==> config.mk <==
export PLATFORM = sky130hd
export DESIGN_NAME = am2910_next_addr_ctrl
export DESIGN_NICKNAME = d
export VERILOG_FILES = /design/src/rtl/am29_pkg.sv /design/src/rtl/seq_loop_counter.sv /design/src/rtl/am2910_next_addr_ctrl.sv
export SDC_FILE = /design/constraint.sdc
export NUM_CORES = 1
export LEC_CHECK = 0
export ABC_AREA = 0
export BUFFER_PORTS_ARGS = -buffer_cell sky130_fd_sc_hd__buf_2
export CAP_MARGIN = 25
export CORE_ASPECT_RATIO = 1.2
export CORE_UTILIZATION = 42
export DETAILED_ROUTE_END_ITERATION = 6
export PLACE_DENSITY = 0.66
export RECOVER_POWER = 50
export SLEW_MARGIN = 5
export SYNTH_ARGS = -nofsm -noshare
export SYNTH_HDL_FRONTEND = slang
export SYNTH_HIERARCHICAL = 1
export SYNTH_SLANG_ARGS = --single-unit
==> constraint.sdc <==
create_clock -name clock -period 2.5 [get_ports clock]
set_input_delay 0.25 -clock clock [delete_from_list [all_inputs] [get_ports clock]]
set_output_delay 0.25 -clock clock [all_outputs]
set_load 0.05 [all_outputs]
==> src/rtl/am29_pkg.sv <==
// Shared constants for the Am2910-style next-address control slice:
// opcodes, sequencer mux select codes and the address/counter width.
package am29_pkg;

  localparam int AW = 12;

  localparam logic [3:0] OP_JZ   = 4'h0;
  localparam logic [3:0] OP_CJS  = 4'h1;
  localparam logic [3:0] OP_JMAP = 4'h2;
  localparam logic [3:0] OP_CJP  = 4'h3;
  localparam logic [3:0] OP_PUSH = 4'h4;
  localparam logic [3:0] OP_JSRP = 4'h5;
  localparam logic [3:0] OP_CJV  = 4'h6;
  localparam logic [3:0] OP_JRP  = 4'h7;
  localparam logic [3:0] OP_RFCT = 4'h8;
  localparam logic [3:0] OP_RPCT = 4'h9;
  localparam logic [3:0] OP_CRTN = 4'hA;
  localparam logic [3:0] OP_CJPP = 4'hB;
  localparam logic [3:0] OP_LDCT = 4'hC;
  localparam logic [3:0] OP_LOOP = 4'hD;
  localparam logic [3:0] OP_CONT = 4'hE;
  localparam logic [3:0] OP_TWB  = 4'hF;

  localparam logic [1:0] SEL_PC  = 2'b00;
  localparam logic [1:0] SEL_AR  = 2'b01;
  localparam logic [1:0] SEL_STK = 2'b10;
  localparam logic [1:0] SEL_D   = 2'b11;

endpackage

==> src/rtl/seq_loop_counter.sv <==
// Loop counter for the next-address controller: load has priority over
// decrement; the decoder only ever decrements a non-zero count.
module seq_loop_counter
  import am29_pkg::*;
(
  input  logic          clock,
  input  logic          reset,
  input  logic          load,
  input  logic          dec,
  input  logic [AW-1:0] din,
  output logic          cnt_zero
);

  logic [AW-1:0] cnt;

  always_ff @(posedge clock or posedge reset) begin
    if (reset) begin
      cnt <= '0;
    end else if (load) begin
      cnt <= din;
    end else if (dec) begin
      cnt <= cnt - AW'(1);
    end
  end

  assign cnt_zero = (cnt == '0);

endmodule

==> src/rtl/am2910_next_addr_ctrl.sv <==
// Next-address control stage: microword pipeline register, 16-opcode decode
// and loop counter driving the Am2911 slice controls and D-bus source enables.
module am2910_next_addr_ctrl
  import am29_pkg::*;
(
  input  logic          clock,
  input  logic          reset,
  input  logic [3:0]    uw_op,
  input  logic [AW-1:0] uw_ba,
  input  logic          uw_ld_ar,
  input  logic          test,
  input  logic          hold,
  output logic [AW-1:0] ba,
  output logic          s1,
  output logic          s0,
  output logic          fe,
  output logic          pup,
  output logic          zero,
  output logic          re,
  output logic          cin,
  output logic          pl_en_n,
  output logic          map_en_n,
  output logic          vect_en_n,
  output logic          cnt_zero
);

  logic [3:0] op;
  logic       ld_ar;

  always_ff @(posedge clock or posedge reset) begin
    if (reset) begin
      op    <= OP_JZ;
      ba    <= '0;
      ld_ar <= 1'b0;
    end else if (!hold) begin
      op    <= uw_op;
      ba    <= uw_ba;
      ld_ar <= uw_ld_ar;
    end
  end

  logic [1:0] sel_d;
  logic       fe_d, pup_d, zero_d, pl_d, map_d, vect_d;
  logic       cnt_ld_d, cnt_dec_d;
  logic       nz;

  assign nz = ~cnt_zero;

  always_comb begin
    sel_d     = SEL_PC;
    fe_d      = 1'b1;
    pup_d     = 1'b0;
    zero_d    = 1'b1;
    pl_d      = 1'b0;
    map_d     = 1'b1;
    vect_d    = 1'b1;
    cnt_ld_d  = 1'b0;
    cnt_dec_d = 1'b0;
    case (op)
      OP_JZ:   zero_d = 1'b0;
      OP_CJS:  if (test) begin sel_d = SEL_D; fe_d = 1'b0; pup_d = 1'b1; end
      OP_JMAP: begin sel_d = SEL_D; pl_d = 1'b1; map_d = 1'b0; end
      OP_CJP:  if (test) sel_d = SEL_D;
      OP_PUSH: begin fe_d = 1'b0; pup_d = 1'b1; cnt_ld_d = test; end
      OP_JSRP: begin fe_d = 1'b0; pup_d = 1'b1; sel_d = test ? SEL_D : SEL_AR; end
      OP_CJV:  if (test) begin sel_d = SEL_D; pl_d = 1'b1; vect_d = 1'b0; end
      OP_JRP:  sel_d = test ? SEL_D : SEL_AR;
      OP_RFCT: if (nz) begin sel_d = SEL_STK; cnt_dec_d = 1'b1; end
               else fe_d = 1'b0;
      OP_RPCT: if (nz) begin sel_d = SEL_D; cnt_dec_d = 1'b1; end
      OP_CRTN: if (test) begin sel_d = SEL_STK; fe_d = 1'b0; end
      OP_CJPP: if (test) begin sel_d = SEL_D; fe_d = 1'b0; end
      OP_LDCT: cnt_ld_d = 1'b1;
      OP_LOOP: if (test) fe_d = 1'b0;
               else sel_d = SEL_STK;
      OP_CONT: ;
      OP_TWB: begin
        if (test) fe_d = 1'b0;
        else if (nz) begin sel_d = SEL_STK; cnt_dec_d = 1'b1; end
        else begin sel_d = SEL_D; fe_d = 1'b0; end
      end
      default: ;
    endcase
  end

  // Stall: PC reselects itself with carry-in off, so the sequencer holds.
  assign {s1, s0}  = hold ? SEL_PC : sel_d;
  assign fe        = hold | fe_d;
  assign pup       = ~hold & pup_d;
  assign zero      = hold | zero_d;
  assign cin       = ~hold;
  assign re        = hold | ~ld_ar;
  assign pl_en_n   = ~hold & pl_d;
  assign map_en_n  = hold | map_d;
  assign vect_en_n = hold | vect_d;

  seq_loop_counter u_cnt (
    .clock    (clock),
    .reset    (reset),
    .load     (~hold & cnt_ld_d),
    .dec      (~hold & cnt_dec_d),
    .din      (ba),
    .cnt_zero (cnt_zero)
  );

endmodule

======== Word level (Yosys, flattened, before mapping) ========
Cells that the tools add are included.
word-level totals
  register bits after elaboration ......... 29
  bits in latches ......................... 0
  memory bits (writable) .................. 0
  ROM bits ................................ 0
  input bits .............................. 21
  memories ................................ 0
cells by class
  add/subtract/negate cells ............... 1
  $mul .................................... 0
  divide/modulo/power cells ............... 0
  $lt $le $gt $ge ......................... 0
  equality and inequality tests ........... 14
  shift-type cells ........................ 0
  muxes and demuxes ....................... 24
  bitwise gates (word level) .............. 11
  reductions and logical operators ........ 8
operators with widths
  operator               number
  $eq 4x4->1 const B     7
  $mux 12                2
  $eq 4x3->1 const B     4
  $mux 2                 8
  $pmux 2 s8             1
  $logic_not 12->1       1
  $sub 12x1->12 const B  1
  $eq 4x2->1 const B     2
  $mux 1                 8
  $pmux 1 s2             4
  $reduce_or 4->1        2
  $reduce_or 2->1        3
  $or 1x1->1             5
  $and 1x1->1            4
  $eq 4x1->1 const B     1
  $logic_not 4->1        1
  $pmux 1 s4             1
  $not 1->1              2
  $reduce_bool 2->1      1

======== Longest topological paths before layout ========
Gate-level depths: netlist of run 1.
  depth in word-level cells ............... 7
  gate-level depth with buffers ........... 11

======== Modules after synthesis ========
Netlist of run 1, hierarchy kept.
modules (own cells, without submodules)
  module                 instances  cells each  area each (um^2)  seq. area each (um^2)
  am2910_next_addr_ctrl  1          88          922.1             425.4
  seq_loop_counter       1          73          704.4             300.3

======== Worst setup path after synthesis of run 1 ========
No wires, ideal clock.
  path type ............................... register -> output
  start ................................... register u_cnt.cnt[0]
  end ..................................... output s0
  arrival time ............................ 3839 ps
  required time ........................... 2250 ps
  path slack .............................. -1589 ps
  stages on the path, launching flop included .. 9
  buffers on the path ..................... 0
  path through ............................ dfrtp_1 > inv_1 > ha_1 > or4b_2 > nor3_1 > nand3b_1 > a21oi_1 > a2111oi_0 > nor3_1
between the ends
  longest elaborated chain between the ends .. 5
  elaborated cells on any way between the ends .. 6
RTL lines
  item                    RTL line                     text
  start, declared         seq_loop_counter.sv:14       logic [AW-1:0] cnt;
  start signal, assigned  seq_loop_counter.sv:20       cnt <= din;
  start signal, assigned  seq_loop_counter.sv:22       cnt <= cnt - AW'(1);
  $logic_not 12->1 (*)    seq_loop_counter.sv:26       assign cnt_zero = (cnt == '0);
  net cnt_zero            am2910_next_addr_ctrl.sv:24  output logic cnt_zero
  $mux 1                  am2910_next_addr_ctrl.sv:79  else if (nz) begin sel_d = SEL_STK; cnt_dec_d = 1'b1; end
  $mux 2                  am2910_next_addr_ctrl.sv:78  if (test) fe_d = 1'b0;
  $pmux 2 s8 (*)          am2910_next_addr_ctrl.sv:59  case (op)
  $mux 2 (*)              am2910_next_addr_ctrl.sv:87  assign {s1, s0} = hold ? SEL_PC : sel_d;
  end, declared           am2910_next_addr_ctrl.sv:15  output logic s0,
The timed path passes the listed nets; every way through them passes the cells marked *.

======== Worst setup path after layout of run 1 ========
  start ................................... register u_cnt.cnt[5]
  end ..................................... output s0
between the ends
  longest elaborated chain between the ends .. 5
  elaborated cells on any way between the ends .. 6
RTL lines
  item                  RTL line
  $logic_not 12->1 (*)  seq_loop_counter.sv:26
  $mux 1                am2910_next_addr_ctrl.sv:79
  $mux 2                am2910_next_addr_ctrl.sv:78
  $pmux 2 s8 (*)        am2910_next_addr_ctrl.sv:59
  $mux 2 (*)            am2910_next_addr_ctrl.sv:87
Mark *: on every way between the ends. The rest lies on a longest branch, timed or not.

==> results.md, run 1 <==
- Outcome: complete, but fails checks
- Failing checks: setup timing
- H-tree levels: 2
- Clock sink count: 29
- Number of max-slew violations in the final report: 0
- Area of the die: 0.00413 mm²
- Pin count of the biggest net entering global routing: 24
- Number of DRC violations after detailed-routing iteration 0: 34
- Synthesis-to-finish area growth: 37.2%
- Power share of the combinational group: 41.1%
- Final routed wire length divided by cell count: 13.6 µm
- Share of layout cells above drive strength 1: 50.7%
- Post-route worst hold slack: 0.203 ns
- Post-DP HPWL: 2.78 mm
- Async SR Flop Fraction: 100%
- Slew headroom: 47.3%
- Drt via density: 5.06
- Pwr Density: 820 mW/mm²
- Post-synth top area cell: dfrtp_1
- Final cell count without fillers: 275
- Capturing element type of the critical path: output port
- Fraction of the yosys area taken by sequential cells: 44.6%
- Worst skew pair latency: 0.27 ns
- Critical path peak fanout: 4
- Starting density of the core: 44.4%
- Number of enable flip-flop cells after synthesis: 0
- Vias post-DR: 1,392
- I/O pins: 44
- Portion of the clock cycle consumed by the worst path in the final layout: 105%
- Initial antenna violation count: 0
- Number of antenna cells inserted: 0
- CP Data Required Time: 2.25 ns
- Yosys Warn Count: 6
- Xor and xnor fraction of the mapped netlist area: 5.92%
- Synthesized-area fraction occupied by and/or/nand/nor cells: 18.5%
- Leading post-synthesis cells by cell area: dfrtp_1, mux2_2, nand2_1, xnor2_1, o21ai_0
- Part of the total power dissipated in sequential elements: 39.3%
- Share of synthesized area spent on multiplexers: 12.5%
- Cell area after placement: 0.00197 mm²
- Fin. Hold Viols: 0
- Main combinational cell family by area after synthesis: simple AND/OR/NAND/NOR gates
- Fillers: 309
- Synthesized flop and latch total: 29
- Worst IR Drop VDD: 0.520 mV
- Clock transition at the registers of the reported paths: 0.06 ns
- GRT Util Overall: 20.3%
- PortBufs: 43
- Cell count after placement: 255
- Total Nets Final: 245
- Minimum clock period: 2.62 ns
- Clock tree from TritonCTS: done
- Clock network power share: 19.7%
- Buffers from clock root to sink, at most: 2
- Total power: 1.83 mW
- Via count of the first global-routing pass: 1,433
- Drt pass-1 iters: 4
- Std-Cell Core Area: 0.00366 mm²
- Overflow left after global routing: 0
- Compound-Gate Fraction of Synth Area: 11.5%
- Highest achievable clock rate: 382 MHz
- Switching part of the total: 38.8%
- Worst Max-Slew Pin Slew: 0.790 ns
- Remaining antenna violation count after routing: 0
- Total standard cell area after synthesis: 0.00163 mm²
- Post-Synthesis Net Count: 184
- Overall die width: 58.8 µm
- Final estimated routing congestion in global placement: 0.859
- WL final: 3.74 mm
- Critical Path Start Type: flip-flop
- Prevailing post-synth register cell: dfrtp_1
- Final instance area: 0.00223 mm²
- Signal arrival time at the worst endpoint: 2.37 ns
- Max Cap Viol: 0
- Final count of negative-setup-slack endpoints: 9
- Mean area per synthesized cell: 10.1 µm²
- Kind of critical path: flip-flop to output port
- Final worst clock skew: 0.00237 ns
- Hold WC Path Type: input port to flip-flop
- Die boundary height: 70.2 µm
- Adder and majority gate portion of the synthesized area: 1.54%
- Unrepaired setup endpoints after global routing: true
- Std cell rows: 24
- Share of Yosys cell area claimed by the top area cell type: 44.6%
- Worst Setup Slack, final: -0.119 ns
- Wire length of the first global-routing pass: 6.42 mm
- Cts bufs inserted: 5
- Distinct cell type count of the synthesized netlist: 41
- Clock tree root buffer cell: clkbuf_8
- Leakage power summed over all cells: 0.984 nW
- Count of mapped cells out of synthesis: 161
- Net switching power: 0.710 mW
- Internal cell power: 1.12 mW
- DR DRC count: 0
## critical path, cell delays in order (launching register included)
cell and delay [ns]:
dfrtp_1 0.42, or4_4 0.61, nor3_4 0.23, nand2b_4 0.16
nor3_2 0.06, a2111oi_4 0.41, nor3_4 0.05, buf_6 0.16
## power by group through the flow
stage	clock network, mW	logic, mW	registers [mW]
6_report	0.361	0.752	0.719
3_3_place_gp	0	0.612	0.711
2_1_floorplan	0	0.397	0.773
4_1_cts	0.371	0.711	0.715
5_1_grt	0.395	0.814	0.742
3_5_place_dp	0	0.635	0.722
## per-layer routing
metal / track usage, % / vias to the layer above / routed length [µm]
met5: 0 / - / 0
li1: - / 686 / -
met1: 26.6 / 658 / 1620
met3: 4.44 / 5 / 181
met2: 33.2 / 43 / 1900
met4: 6.08 / 0 / 43
## stage by stage
stage          util, %  setup WS [ns]  TNS [ns]
2_1_floorplan        -         -0.126    -0.715
3_3_place_gp      53.9         0.0840         0
3_5_place_dp      53.9         0.0304         0
4_1_cts           58.6         -0.103    -0.153
5_1_grt           60.9         -0.241     -1.77
6_report          60.9         -0.119    -0.441
## synthesized netlist by cell type (2+ instances only)
master    count
mux2_2       18
o21ai_0      11
clkbuf_1      3
xor2_1        4
inv_1         9
ha_1          2
buf_2         6
dfrtp_1      29
nand3_1       2
a21oi_1       7
nand2_1      17
nor2_1        8
nand2b_1      2
nor3_1        5
nand4_1       2
o21ai_1       2
xnor2_1       7
buf_4         2
o21ai_2       2
nor4_1        2
## layout make-up
| type | count | area (µm²) | share of cell area (%) |
|---|---|---|---|
| Clock buffer | 6 | 72.6 | 3.25 |
| Clock inverter | 2 | 10.0 | 0.448 |
| Inverter | 9 | 33.8 | 1.51 |
| Multi-Input combinational cell | 112 | 932 | 41.8 |
| Sequential cell | 29 | 726 | 32.5 |
| Tap cell | 52 | 65.1 | 2.91 |
| Timing Repair Buffer | 65 | 393 | 17.6 |
## what timing repair did
| item | CTS | global route |
|---|---|---|
| endpoints found under the setup margin | 3 | 10 |
| pin swaps | 2 | 7 |
| hold endpoints to repair | 10 | 0 |
| hold buffers | 1 | 0 |
| gates resized for setup | 11 | 11 |
| buffers inserted | 4 | 7 |
## cell families (layout without fill, tap and decap cells)
group	count (synthesis)	count (layout)
compound gates	30	30
xor+xnor	11	11
flops	29	29
mux	18	18
buf+inv	20	82
fa+ha+maj	2	2
simple gates	51	51
## registers in the layout, summed over array words and instances (netlist names)
name,flops
u_cnt/cnt,12
ba,12
ld_ar,1
op,4
## cell usage in the layout, fill, tap and decap left out, drive strengths merged, types with 2 or more instances in the layout
cell type and count:
nor3 5, nor4b 2, xor2 4, xnor2 7, or4b 2, ha 2, nand4 2, nand2b 2
buf 62, a21oi 7, nand3 2, mux2 18, dfrtp 29, o21ai 15, nor2 8, clkinv 2
nand2 17, nor4 4, clkbuf 8, inv 9
## path summary, 6_finish.rpt
check / end / slack, ns / cells after the start / start
worst max-delay path: s0 / -0.12 / 7 / u_cnt/cnt[5]
worst min-delay path: ba[5] / 0.20 / 2 / uw_ba[5]
worst max register to register: u_cnt/cnt[10] / -0.09 / 11 / u_cnt/cnt[5]
worst min register to register: u_cnt/cnt[2] / 0.51 / 2 / ba[2]
max in group asynchronous: ba[6] / 1.53 / 3 / reset
min in group asynchronous: u_cnt/cnt[8] / 0.51 / 3 / reset
Note: power is estimated with default switching activity, not from simulation.
==> run 2, diff against run 1 <==
--- a/config.mk
+++ b/config.mk
@@ -12,7 +12,6 @@
 export CORE_UTILIZATION = 42
 export DETAILED_ROUTE_END_ITERATION = 6
 export PLACE_DENSITY = 0.66
-export RECOVER_POWER = 50
 export SLEW_MARGIN = 5
 export SYNTH_ARGS = -nofsm -noshare
 export SYNTH_HDL_FRONTEND = slang
==> results.md, run 2 (synthesis gave the netlist of run 1 again) <==
- Outcome: complete, but fails checks
- Failing checks: setup timing
- Clock sink count: 29 (unchanged)
- Initial antenna violation count: 0 (unchanged)
- Worst skew pair latency: 0.27 ns (about the same)
- H-tree levels: 2 (unchanged)
- Cell count after placement: 255 (unchanged)
- Std cell rows: 24 (unchanged)
- Most common cell after layout, fill and taps aside: buf_2
- Worst Max-Slew Pin Slew: 0.607 ns (-0.183 ns)
- Via count of the first global-routing pass: 1,433 (unchanged)
- Cell area after placement: 0.00197 mm² (unchanged)
- R2r setup slk: -0.07 ns (+0.02 ns)
- Synthesis-to-finish area growth: 37.4%
- Starting density of the core: 44.4% (unchanged)
- Worst reg2reg path endpoint: u_cnt/cnt[10]
- Worst IR Drop VDD: 0.519 mV (-0.13%)
- Overflow left after global routing: 0 (unchanged)
- Critical Path Start Type: flip-flop
- Total power: 1.83 mW (about the same)
- Number of cells on the worst hold path: 2 (unchanged)
- Final cell count without fillers: 275 (unchanged)
- Final worst clock skew: 0.00202 ns (-0.000347 ns)
- Drt pass-1 iters: 4 (unchanged)
- Drt via density: 5.05 (-0.22%)
- Final estimated routing congestion in global placement: 0.859 (unchanged)
- Fillers: 308 (-0.32%)
- Hold WC Path Type: input port to flip-flop
- Most used cell, CP: nor3_4
- Number of antenna cells inserted: 0 (unchanged)
- Post-route worst hold slack: 0.205 ns (+0.00192 ns)
- Fin. Hold Viols: 0 (unchanged)
- Remaining antenna violation count after routing: 0 (unchanged)
- Area of the die: 0.00413 mm² (unchanged)
- Share of layout cells above drive strength 1: 51.6% (+0.90 points)
- Register Area: 726 µm² (unchanged)
- Highest achievable clock rate: 381 MHz (-0.17%)
- Top flop regs: ba: 12 flops, u_cnt/cnt: 12 flops, op: 4 flops
- Setup WS pre-CTS: 0.0304 ns (unchanged)
- Slew headroom: 59.5% (+12 points)
- DR DRC count: 0 (unchanged)
- Clock tree from TritonCTS: done
- CP Data Required Time: 2.25 ns (about the same)
- Post-DP HPWL: 2.78 mm (unchanged)
- Wire length of the first global-routing pass: 6.42 mm (unchanged)
- Cell with the biggest individual delay on the critical path: or4_4
- Startpoint of the worst register-to-register path: u_cnt/cnt[5]
- Multi-input gate area in the final layout: 932 µm² (unchanged)
- Highest cell delay on the worst timing path: 0.61 ns (about the same)
- Clock transition at the registers of the reported paths: 0.06 ns (about the same)
- Buffers from clock root to sink, at most: 2 (unchanged)
- Setup tns final: -0.354 ns (+0.0867 ns)
- Final count of negative-setup-slack endpoints: 7 (-2)
- Kind of critical path: flip-flop to output port
- Hold-critical path endpoint: ba[5]
- WL final: 3.77 mm (+0.67%)
- Pin count of the biggest net entering global routing: 24 (unchanged)
- Max Cap Viol: 0 (unchanged)
- Std-Cell Core Area: 0.00366 mm² (unchanged)
- Pwr Density: 819 mW/mm² (-0.16%)
- Clock tree root buffer cell: clkbuf_8
- Signal arrival time at the worst endpoint: 2.37 ns (about the same)
- Cts bufs inserted: 5 (unchanged)
- Number of max-slew violations in the final report: 0 (unchanged)
- Leakage power summed over all cells: 0.990 nW (+0.56%)
- Final routed wire length divided by cell count: 13.7 µm (+0.67%)
- Vias post-DR: 1,389 (-0.22%)
- Total Nets Final: 245 (unchanged)
- Hold wc startpoint: uw_ba[5]
- I/O pins: 44 (unchanged)
- Worst-path cell chain: or4_4 -> nor3_4 -> nand2b_4 -> nor3_2 -> a2111oi_4 -> nor3_4 -> buf_6
- Critical path peak fanout: 4 (unchanged)
- PortBufs: 43 (unchanged)
- Final instance area: 0.00223 mm² (+0.11%)
- Minimum clock period: 2.62 ns (+0.00454 ns)
- Number of DRC violations after detailed-routing iteration 0: 31 (-8.8%)
- GRT Util Overall: 20.3% (unchanged)
- Top library cells by usage in the layout, fill and taps aside: buf_2, dfrtp_1, buf_4, mux2_2, nand2_1
- Capturing element type of the critical path: output port
- Core occupancy in the finished layout: 61.0% (+0.068 points)
- Portion of the clock cycle consumed by the worst path in the final layout: 105% (+0.18 points)
- Worst Setup Slack, final: -0.123 ns (-0.00454 ns)
- Overall die width: 58.8 µm (unchanged)
- Unrepaired setup endpoints after global routing: true
- Worst R2R Path Depth: 11 (unchanged)
- Die boundary height: 70.2 µm (unchanged)
[run 2: repair_timing]
item                                    CTS  global route
hold buffers                              1             0
endpoints found under the setup margin    3            10
pin swaps                                 2             7
setup buffers                             4             7
hold endpoints to repair                 10             0
gates resized for setup                  11            11
[run 2: how the worst max path moves through the flow]
stage                             from           end  slack, ns  cells after the start
after floorplan           u_cnt/cnt[0]            s0      -0.13                      8
after global placement    u_cnt/cnt[1]  u_cnt/cnt[7]       0.08                     10
after detailed placement  u_cnt/cnt[1]  u_cnt/cnt[7]       0.03                     10
after CTS                 u_cnt/cnt[0]            s0      -0.10                      9
after global routing      u_cnt/cnt[0]            s0      -0.24                      9
final                     u_cnt/cnt[5]            s0      -0.12                      7
[run 2: power by group]
part | total [mW] | switching, mW | internal (mW)
logic | 0.752 | 0.415 | 0.337
registers | 0.719 | 0.127 | 0.592
clock network | 0.359 | 0.167 | 0.192
[run 2: per-layer routing]
| metal | up-vias | part of all wire, % | GRT usage, % |
|---|---|---|---|
| li1 | 684 | - | - |
| met1 | 658 | 45 | 26.6 |
| met2 | 42 | 50 | 33.2 |
| met3 | 5 | 3.8 | 4.44 |
| met4 | 0 | 1.2 | 6.08 |
| met5 | - | 0 | 0 |
[run 2: final cells by class]
cell class	instances	area share, %
Clock buffer	6	3.25
Inverter	9	1.51
Tap cell	52	2.91
Sequential cell	29	32.5
Timing Repair Buffer	65	17.7
Multi-Input combinational cell	112	41.7
Clock inverter	2	0.448
[run 2: worst max-delay path: cells and delay by family (launching register included)]
kind	cells	cell delay, ns
buf+inv	1	0.16
flops	1	0.42
simple gates	5	1.11
compound gates	1	0.41
